### src/rtl/layer5_pkg.sv
// Shared constants, weight/bias tables and FSM encodings for the layer-5 serial classifier.
package layer5_pkg;

   localparam int unsigned N_IN  = 16;
   localparam int unsigned N_OUT = 5;
   localparam int unsigned FRAC  = 6;
   localparam int unsigned ACC_W = 23;
   localparam int unsigned ID_W  = $clog2(N_OUT);
   localparam int unsigned IDX_W = $clog2(N_IN);

   typedef logic [N_OUT-1:0][N_IN-1:0][7:0] wgt_t;
   typedef logic [N_OUT-1:0][15:0]          bias_t;

   localparam logic [1:0] ST_IDLE = 2'd0;
   localparam logic [1:0] ST_MAC  = 2'd1;
   localparam logic [1:0] ST_FIN  = 2'd2;
   localparam logic [1:0] ST_DONE = 2'd3;

   // Class o responds to activation 0 with weight o+1; everything else is zero.
   function automatic wgt_t default_w();
      wgt_t w;
      w = '0;
      for (int unsigned o = 0; o < N_OUT; o++) begin
         w[o][0] = 8'(o + 1);
      end
      return w;
   endfunction

   localparam wgt_t  W = default_w();
   localparam bias_t B = '0;

endpackage

### src/rtl/requant_sat.sv
// Signed accumulator to 8-bit requantiser: arithmetic shift, round up above one half, saturate.
module requant_sat #(
   parameter int unsigned IN_W = 23,
   parameter int unsigned FRAC = 6
) (
   input  logic signed [IN_W-1:0] s,
   output logic signed [7:0]      q_c
);

   localparam logic signed [IN_W-1:0] Q_MAX = IN_W'(127);
   localparam logic signed [IN_W-1:0] Q_MIN = IN_W'(-128);

   logic signed [IN_W-1:0] shifted;
   logic signed [IN_W-1:0] rounded;
   logic                   rnd;

   // Exactly one half is not rounded up; only a strictly larger fraction carries.
   always_comb begin
      shifted = s >>> FRAC;
      rnd     = s[FRAC-1] & (|s[FRAC-2:0]);
      rounded = rnd ? shifted + IN_W'(1) : shifted;
      if (rounded > Q_MAX) begin
         q_c = 8'h7F;
      end else if (rounded < Q_MIN) begin
         q_c = 8'h80;
      end else begin
         q_c = rounded[7:0];
      end
   end

endmodule

### src/rtl/layer5_serial_classifier.sv
// Layer-5 output stage: latches one activation frame, scores each class on a shared MAC,
// requantises the scores and reports the argmax over a valid/ready handshake.
module layer5_serial_classifier
   import layer5_pkg::*;
#(
   parameter wgt_t  WGT  = W,
   parameter bias_t BIAS = B
) (
   input  logic                    clk,
   input  logic                    reset,
   input  logic                    in_valid,
   output logic                    in_ready,
   input  logic [N_IN*8-1:0]       act_flat,
   output logic                    out_valid,
   input  logic                    out_ready,
   output logic [ID_W-1:0]         class_id,
   output logic signed [7:0]       class_score
);

   logic [1:0]               state;
   logic [1:0]               state_nx;
   logic [ID_W-1:0]          o_cnt;
   logic [IDX_W-1:0]         i_cnt;
   logic [N_IN-1:0][7:0]     act_q;
   logic signed [ACC_W-1:0]  acc;
   logic signed [ACC_W-1:0]  sum_c;
   logic signed [15:0]       prod_c;
   logic signed [7:0]        q_c;
   logic signed [7:0]        best_score;
   logic [ID_W-1:0]          best_id;
   logic signed [7:0]        cand_score_c;
   logic [ID_W-1:0]          cand_id_c;
   logic                     take_c;
   logic                     last_i_c;
   logic                     last_o_c;

   assign last_i_c = (i_cnt == IDX_W'(N_IN - 1));
   assign last_o_c = (o_cnt == ID_W'(N_OUT - 1));

   always_comb begin
      state_nx = state;
      unique case (state)
         ST_IDLE: if (in_valid)  state_nx = ST_MAC;
         ST_MAC:  if (last_i_c)  state_nx = ST_FIN;
         ST_FIN:  state_nx = last_o_c ? ST_DONE : ST_MAC;
         ST_DONE: if (out_ready) state_nx = ST_IDLE;
         default: state_nx = ST_IDLE;
      endcase
   end

   // Shared MAC datapath, bias add and running argmax (ties keep the lower index).
   always_comb begin
      prod_c       = 16'($signed(act_q[i_cnt])) * 16'($signed(WGT[o_cnt][i_cnt]));
      sum_c        = acc + ACC_W'($signed(BIAS[o_cnt]));
      take_c       = (o_cnt == '0) || (q_c > best_score);
      cand_score_c = take_c ? q_c : best_score;
      cand_id_c    = take_c ? o_cnt : best_id;
   end

   requant_sat #(
      .IN_W (ACC_W),
      .FRAC (FRAC)
   ) u_requant (
      .s   (sum_c),
      .q_c (q_c)
   );

   always_ff @(posedge clk or negedge reset) begin
      if (!reset) begin
         state       <= ST_IDLE;
         in_ready    <= 1'b1;
         out_valid   <= 1'b0;
         o_cnt       <= '0;
         i_cnt       <= '0;
         act_q       <= '0;
         acc         <= '0;
         best_score  <= '0;
         best_id     <= '0;
         class_id    <= '0;
         class_score <= '0;
      end else begin
         state     <= state_nx;
         in_ready  <= (state_nx == ST_IDLE);
         out_valid <= (state_nx == ST_DONE);
         if ((state == ST_IDLE) && in_valid) begin
            act_q <= act_flat;
            acc   <= '0;
            i_cnt <= '0;
            o_cnt <= '0;
         end
         if (state == ST_MAC) begin
            acc   <= acc + ACC_W'(prod_c);
            i_cnt <= last_i_c ? '0 : i_cnt + IDX_W'(1);
         end
         if (state == ST_FIN) begin
            acc        <= '0;
            best_score <= cand_score_c;
            best_id    <= cand_id_c;
            o_cnt      <= last_o_c ? '0 : o_cnt + ID_W'(1);
            if (last_o_c) begin
               class_id    <= cand_id_c;
               class_score <= cand_score_c;
            end
         end
      end
   end

endmodule

### config.mk
export PLATFORM = sky130hd
export DESIGN_NAME = layer5_serial_classifier
export DESIGN_NICKNAME = d
export VERILOG_FILES = /design/src/rtl/layer5_pkg.sv /design/src/rtl/requant_sat.sv /design/src/rtl/layer5_serial_classifier.sv
export SDC_FILE = /design/constraint.sdc
export NUM_CORES = 1
export LEC_CHECK = 0
export BUFFER_PORTS_ARGS = -buffer_cell sky130_fd_sc_hd__buf_2
export CAP_MARGIN = 15
export CORE_UTILIZATION = 27
export DETAILED_ROUTE_END_ITERATION = 16
export PLACE_DENSITY_LB_ADDON = 0.05
export SLEW_MARGIN = 20
export SYNTH_ARGS = -nofsm -noshare
export SYNTH_HDL_FRONTEND = slang
export SYNTH_SLANG_ARGS = --single-unit
### constraint.sdc
create_clock -name clk -period 6.8 [get_ports clk]
set_clock_uncertainty 0.15 [all_clocks]
set_input_delay 0 -clock clk [delete_from_list [all_inputs] [get_ports clk]]
set_output_delay 0 -clock clk [all_outputs]
set_load 0.02 [all_outputs]
==> results of run 1 <==
routing by layer:
| metal | vias to the layer above | track usage (%) |
|---|---|---|
| met1 | 4386 | 21.4 |
| met3 | 16 | 3.37 |
| met2 | 113 | 27.1 |
| met5 | - | 0 |
| met4 | 0 | 3.40 |
| li1 | 4315 | - |
worst paths after layout:
| kind | to | cells past startpoint | slack (ns) |
|---|---|---|---|
| min reg2reg | class_id[2]$_DFFE_PN0P_ | 2 | 0.33 |
| min in group clk | act_q[20]$_DFFE_PN0P_ | 3 | 0.14 |
| max reg2reg | acc[21]$_DFFE_PN0P_ | 20 | 0.50 |
| max in group asynchronous | act_q[65]$_DFFE_PN0P_ | 3 | 5.16 |
| max | acc[21]$_DFFE_PN0P_ | 20 | 0.50 |
| min | class_id[2]$_DFFE_PN0P_ | 2 | 0.09 |
power by group:
part	switching, mW	total, mW	internal [mW]
logic	1.87	3.48	1.61
clock network	0.477	1.07	0.592
registers	0.443	2.06	1.62
total	2.79	6.61	3.83
sequential cells by signal (all words and copies together), names as in the netlist:
name / cells
act_q: 128
i_cnt: 4
state: 2
class_id: 3
class_score: 8
o_cnt: 3
best_id: 3
acc: 23
best_score: 8
in_ready: 1
out_valid: 1
kinds of logic after synthesis:
family,Yosys count,share of synthesized area (%)
buffers and inverters,207,6.82
multiplexers,183,18.7
XOR/XNOR,28,2.15
AO/OA/AOI/OAI,177,10.1
flip-flops,184,39.2
adder cells (fa/ha/maj),117,15.1
AND/OR/NAND/NOR,184,7.93
timing repair:
item                                   CTS  global route
hold buffers                           132             0
gates resized for setup                  0             5
endpoints found under the hold margin  239             0
setup endpoints to repair                0             6
metrics by stage:
stage	cells	power, mW	worst slack [ns]	area, um2	hold slack (ns)
after floorplan	1080	4.49	1.05	11700	-0.446
after global placement	1783	5.58	0.160	13200	0.0821
after detailed placement	1783	5.58	0.150	13200	0.0789
after CTS	1946	6.75	0.131	15100	0.110
after global routing	1947	7.28	0.0377	15100	0.119
final	1947	6.61	0.496	15100	0.0878
cell usage in the layout (no fill, tap or decap), drive strengths merged, types with 7 or more instances in the layout:
cell type	count
o22ai	10
ha	76
nand2	47
dfrtp	183
a21o	7
xnor2	19
a21oi	28
mux4	16
o211ai	17
mux2i	38
inv	164
nand4	8
nand3	9
mux2	129
fa	41
nor4	14
buf	164
xor2	9
nand2b	8
nor3	20
and2	7
or3	13
o21ai	54
dlygate4sd3	132
o221ai	9
nor2	38
clkbuf	19
critical path, stage by stage, from the launching register on:
cell and delay, ns:
dfrtp_1 0.57, or2_2 0.56, o221ai_1 0.48, o22ai_1 0.23, nor3_1 0.32, fa_1 0.47, ha_1 0.30, ha_1 0.28
inv_1 0.05, fa_1 0.53, inv_1 0.05, ha_1 0.23, fa_1 0.43, a211oi_1 0.28, o21bai_1 0.12, a21oi_1 0.26
nor4b_1 0.11, buf_4 0.15, o2111ai_1 0.22, nand4_1 0.12, a32o_1 0.25
cell type report:
class / count / area, um2 / share of cell area, %
multi-input combinational: 689 / 6360 / 42.0
sequential: 184 / 4610 / 30.4
timing repair buffer: 297 / 2230 / 14.7
tap: 585 / 732 / 4.83
inverter: 160 / 601 / 3.96
clock buffer: 18 / 439 / 2.90
clock inverter: 13 / 170 / 1.12
antenna: 1 / 2.50 / 0.0165
==> results.toml, run 1 <==
[run_status]
status = "finished clean"

[timing]
finalSetupTns_ns = 0
setup_viol = 0
final.min_clock_period_ns = 6.30
finalHoldViolCount = 0
post-route-period-util_pct = 92.7
rsz0062_at_grt = "false"
fmax_mhz = 159
finalMaxSlewViolations = 0
max_slew_margin_pct = 36.2
worst_pin_slew_ns = 0.956

[synth]
synth_common_cells = "183 x dfrtp_1, 159 x inv_1, 129 x mux2_2"
synth.avg_cell_area_um2 = 10.9
syn-cell-area_mm2 = 0.0117
yosysMostFrequentCell = "dfrtp_1"
syn_nets = 1329
ys_async_sr_fraction_pct = 100
ys_ff_latch = 184
yosysSeqAreaShare_pct = 39.2
synth_warnings = 0
syn_inst = 1080
yosysTopAreaCell = "dfrtp_1"
synth_flop_cell = "dfrtp_1"
synthTopCellsByArea = "dfrtp_1 39%, mux2_2 12%, ha_1 8.1%, fa_1 7.0%, inv_1 5.1%"
netlist-cell-type-count = 66
synth_edf_count = 0
synth_top_area_share_pct = 39.0

[power]
leakage_nw = 6.94
peakVddDrop_mv = 0.204
power_density_mw_per_mm2 = 436

[worst_setup_path]
cp.arrival_ns = 6.50
startpoint = "i_cnt[2]$_DFFE_PN0P_"
cp_max_fo = 18
critPathKind = "reg -> reg"
required_ns = 7.00
start_kind = "flop"
endpoint_kind = "flop"
r2r-start = "i_cnt[2]$_DFFE_PN0P_"

[clock_network]
clk_pin_slew_worst_paths_ns = 0.08
htreeDepth = 4
postCtsSetupBuffers = 0
clockBufferDepth = 2
cts_root_buf = "clkbuf_16"
numCtsBuffers = 17
cts.sinks = 184
cts_tree = "done"
clk_latency_ns = 0.47

[place]
port_buffers = 144
place.gp.congestion = 0.764
detailed_place_hpwl_mm = 25.2

[global_routing]
grt_pass1_vias = 9574
overflow = 0
grt_max_degree = 131
grt_pass1_wl_mm = 55.0
antenna_found_initial = 1
grt_use_total_pct = 16.2

[finish]
layout-drive-gt1-share_pct = 26.6
final_util_pct = 35.2
area_growth_pct = 29.0
fin_nets = 1598
final.fill_count = 4520

[min_path]
min_path_type = "in -> async"

[routing]
dr.pass1.iters = 4
drc = 0
final_antenna_net_count = 0
routed_via_density = 4.54
wl_mm = 33.9
maxUsedRoutingLayer = "met4"
vias = 8830
met3WireLength_um = 936
drt-wirelength-per-cell_um = 17.4
drtIter0Drc = 308
routed-wl-met2_mm = 16.7
met1_length_mm = 15.9

[floorplan]
dieArea_mm2 = 0.0443
dieHeight_um = 211
die_w_um = 211
io_pins = 145
start_util_pct = 27.3
rows = 76
core_area_mm2 = 0.0430

[job]
maxCapViolCount = 0
Power figures use the tool's default switching activity.
==> inputs of run 2 (changes only) <==
==> constraint.sdc (replaced) <==
create_clock -name clk -period 5.7 [get_ports clk]
set_clock_uncertainty 0.15 [all_clocks]
set_input_delay 0 -clock clk [delete_from_list [all_inputs] [get_ports clk]]
set_output_delay 0 -clock clk [all_outputs]
set_load 0.02 [all_outputs]
==> run 2 against run 1 <==
Compared with the run above: critical path depth increased by 5; first-iteration DRC count increased by 11%; non-clock buffer count increased by 72; fmax increased by 15%; sequential power increased by 17%; clock-buffer cell count decreased by 1; sequential cell count unchanged; sequential share of layout area decreased by 2.0 points; via count increased by 3.5%; routed wire length increased by 1.4%; design area increased by 6.9%.
==> results.toml, run 2 (synthesis results as in run 1) <==
[finish]
area_growth_pct = 37.9
reg_top3 = "act_q: 128 flops, acc: 23 flops"
final_common_cell = "dfrtp_1"
layout-drive-gt1-share_pct = 34.8
final-instance-count-excl-fill = 2019
top_register = "act_q"
largest_reg_flops = 128
final.fill_count = 4350
layout_common_cells = "182 x dfrtp_1, 156 x inv_1, 143 x buf_2"
diodes = 0
fin_area_mm2 = 0.0162
fin_nets = 1670

[routing]
final_antenna_net_count = 0
wl_mm = 34.3
routed_via_density = 4.53
drt-wirelength-per-cell_um = 17.0
vias = 9142
drtIter0Drc = 342
drc = 0
dr.pass1.iters = 4

[power]
p_clk_share_pct = 14.1
power.internal_mw = 5.03
peakVddDrop_mv = 0.190
leakage_nw = 7.39
power_density_mw_per_mm2 = 538
seqPwrFrac_pct = 27.7
p_comb_share_pct = 58.2
switching_share_pct = 42.2
p_sw_mw = 3.68

[global_routing]
grt_max_degree = 139
grt_pass1_wl_mm = 55.2
grt_use_total_pct = 16.2
antenna_found_initial = 0
overflow = 0
grt_pass1_vias = 9728

[clock_network]
htreeDepth = 4
clk_latency_ns = 0.47
clockBufferDepth = 2
cts.sinks = 184
cts_tree = "done"
clk_pin_slew_worst_paths_ns = 0.08
cts_root_buf = "clkbuf_16"
numCtsBuffers = 17

[timing]
post-route-period-util_pct = 96.0
final.min_clock_period_ns = 5.47
timing.hold.ws_ns = 0.142
fmax_mhz = 183
setup_viol = 0
worst_pin_slew_ns = 0.886
finalHoldViolCount = 0
max_slew_margin_pct = 40.8
finalMaxSlewViolations = 0

[worst_setup_path]
required_ns = 5.91
slowest_stage = "dfrtp_4"
critPathKind = "reg -> reg"
cp.arrival_ns = 5.68
critPathMaxStageDelay_ns = 0.52
r2r_slack_ns = 0.23
cp_max_fo = 6
endpoint_kind = "flop"
start_kind = "flop"

[floorplan]
rows = 76
die_w_um = 211
io_pins = 145
dieHeight_um = 211
core_area_mm2 = 0.0430
start_util_pct = 27.3
dieArea_mm2 = 0.0443

[job]
maxCapViolCount = 0

[place]
detailed_place_hpwl_mm = 25.4
place.gp.congestion = 0.766
place_area_mm2 = 0.0137
port_buffers = 144
placedCellCount = 1845

[run_status]
status = "finished clean"

[min_path]
min_path_type = "in -> reg"
run 2: repair_timing:
item,4_1_cts,5_1_grt
gates resized for setup,11,85
endpoints found under the setup margin,10,11
hold buffers,133,0
buffers inserted,4,4
pin swaps,1,36
hold endpoints to repair,299,0
gates cloned,0,1
run 2: layout make-up:
type                    count  area (um2)  share of cell area (%)
flip-flops and latches    184        4610                    28.5
well taps                 585         732                    4.52
multi-input cells         689        6760                    41.7
inverters                 160         603                    3.72
repair buffers            369        2910                    18.0
clock buffers              17         425                    2.63
clock inverters            15         164                    1.01
run 2: layer usage:
layer  global-route usage [%]  up-vias  part of all wire (%)
met5                        0        -                     0
met2                     26.3      128                    49
li1                         -     4482                     -
met3                     3.22       34                   3.0
met4                     5.20        0                   2.0
met1                     21.6     4498                    46
run 2: final timing paths:
check / start / depth (start not counted) / to
min reg2reg: class_id[2]$_DFFE_PN0P_ / 2 / class_id[2]$_DFFE_PN0P_
min in group asynchronous: reset / 4 / best_id[0]$_DFFE_PN0P_
max in group asynchronous: reset / 4 / act_q[93]$_DFFE_PN0P_
min: act_flat[57] / 3 / act_q[57]$_DFFE_PN0P_
max reg2reg: i_cnt[0]$_DFFE_PN0P_ / 25 / acc[21]$_DFFE_PN0P_
max: i_cnt[0]$_DFFE_PN0P_ / 25 / acc[21]$_DFFE_PN0P_
run 2: worst max-delay path: cells and delay by family, from the launching register on:
kind | cells | cell delay (ns)
AO/OA/AOI/OAI | 7 | 1.32
adder cells (fa/ha/maj) | 6 | 1.70
buffers and inverters | 8 | 0.92
flip-flops | 1 | 0.52
multiplexers | 1 | 0.15
AND/OR/NAND/NOR | 3 | 0.62
run 2: through the flow:
stage                     total power [mW]  setup slack, ns  TNS [ns]  util, %
after floorplan                       5.36          0.00533         0        -
after global placement                7.09           -0.145    -0.899     32.0
after detailed placement              7.09           -0.206     -1.00     32.0
after CTS                             8.53          -0.0431   -0.0459     36.7
after global routing                  9.55          -0.0346   -0.0684     37.7
final                                 8.71            0.228         0     37.7
run 2: power by group through the flow:
stage | Clock, mW | Combinational (mW) | Sequential [mW]
after CTS | 1.28 | 4.84 | 2.42
after global routing | 1.33 | 5.71 | 2.52
after detailed placement | 0 | 4.63 | 2.47
after floorplan | 0 | 3.13 | 2.23
after global placement | 0 | 4.62 | 2.47
final | 1.23 | 5.07 | 2.41
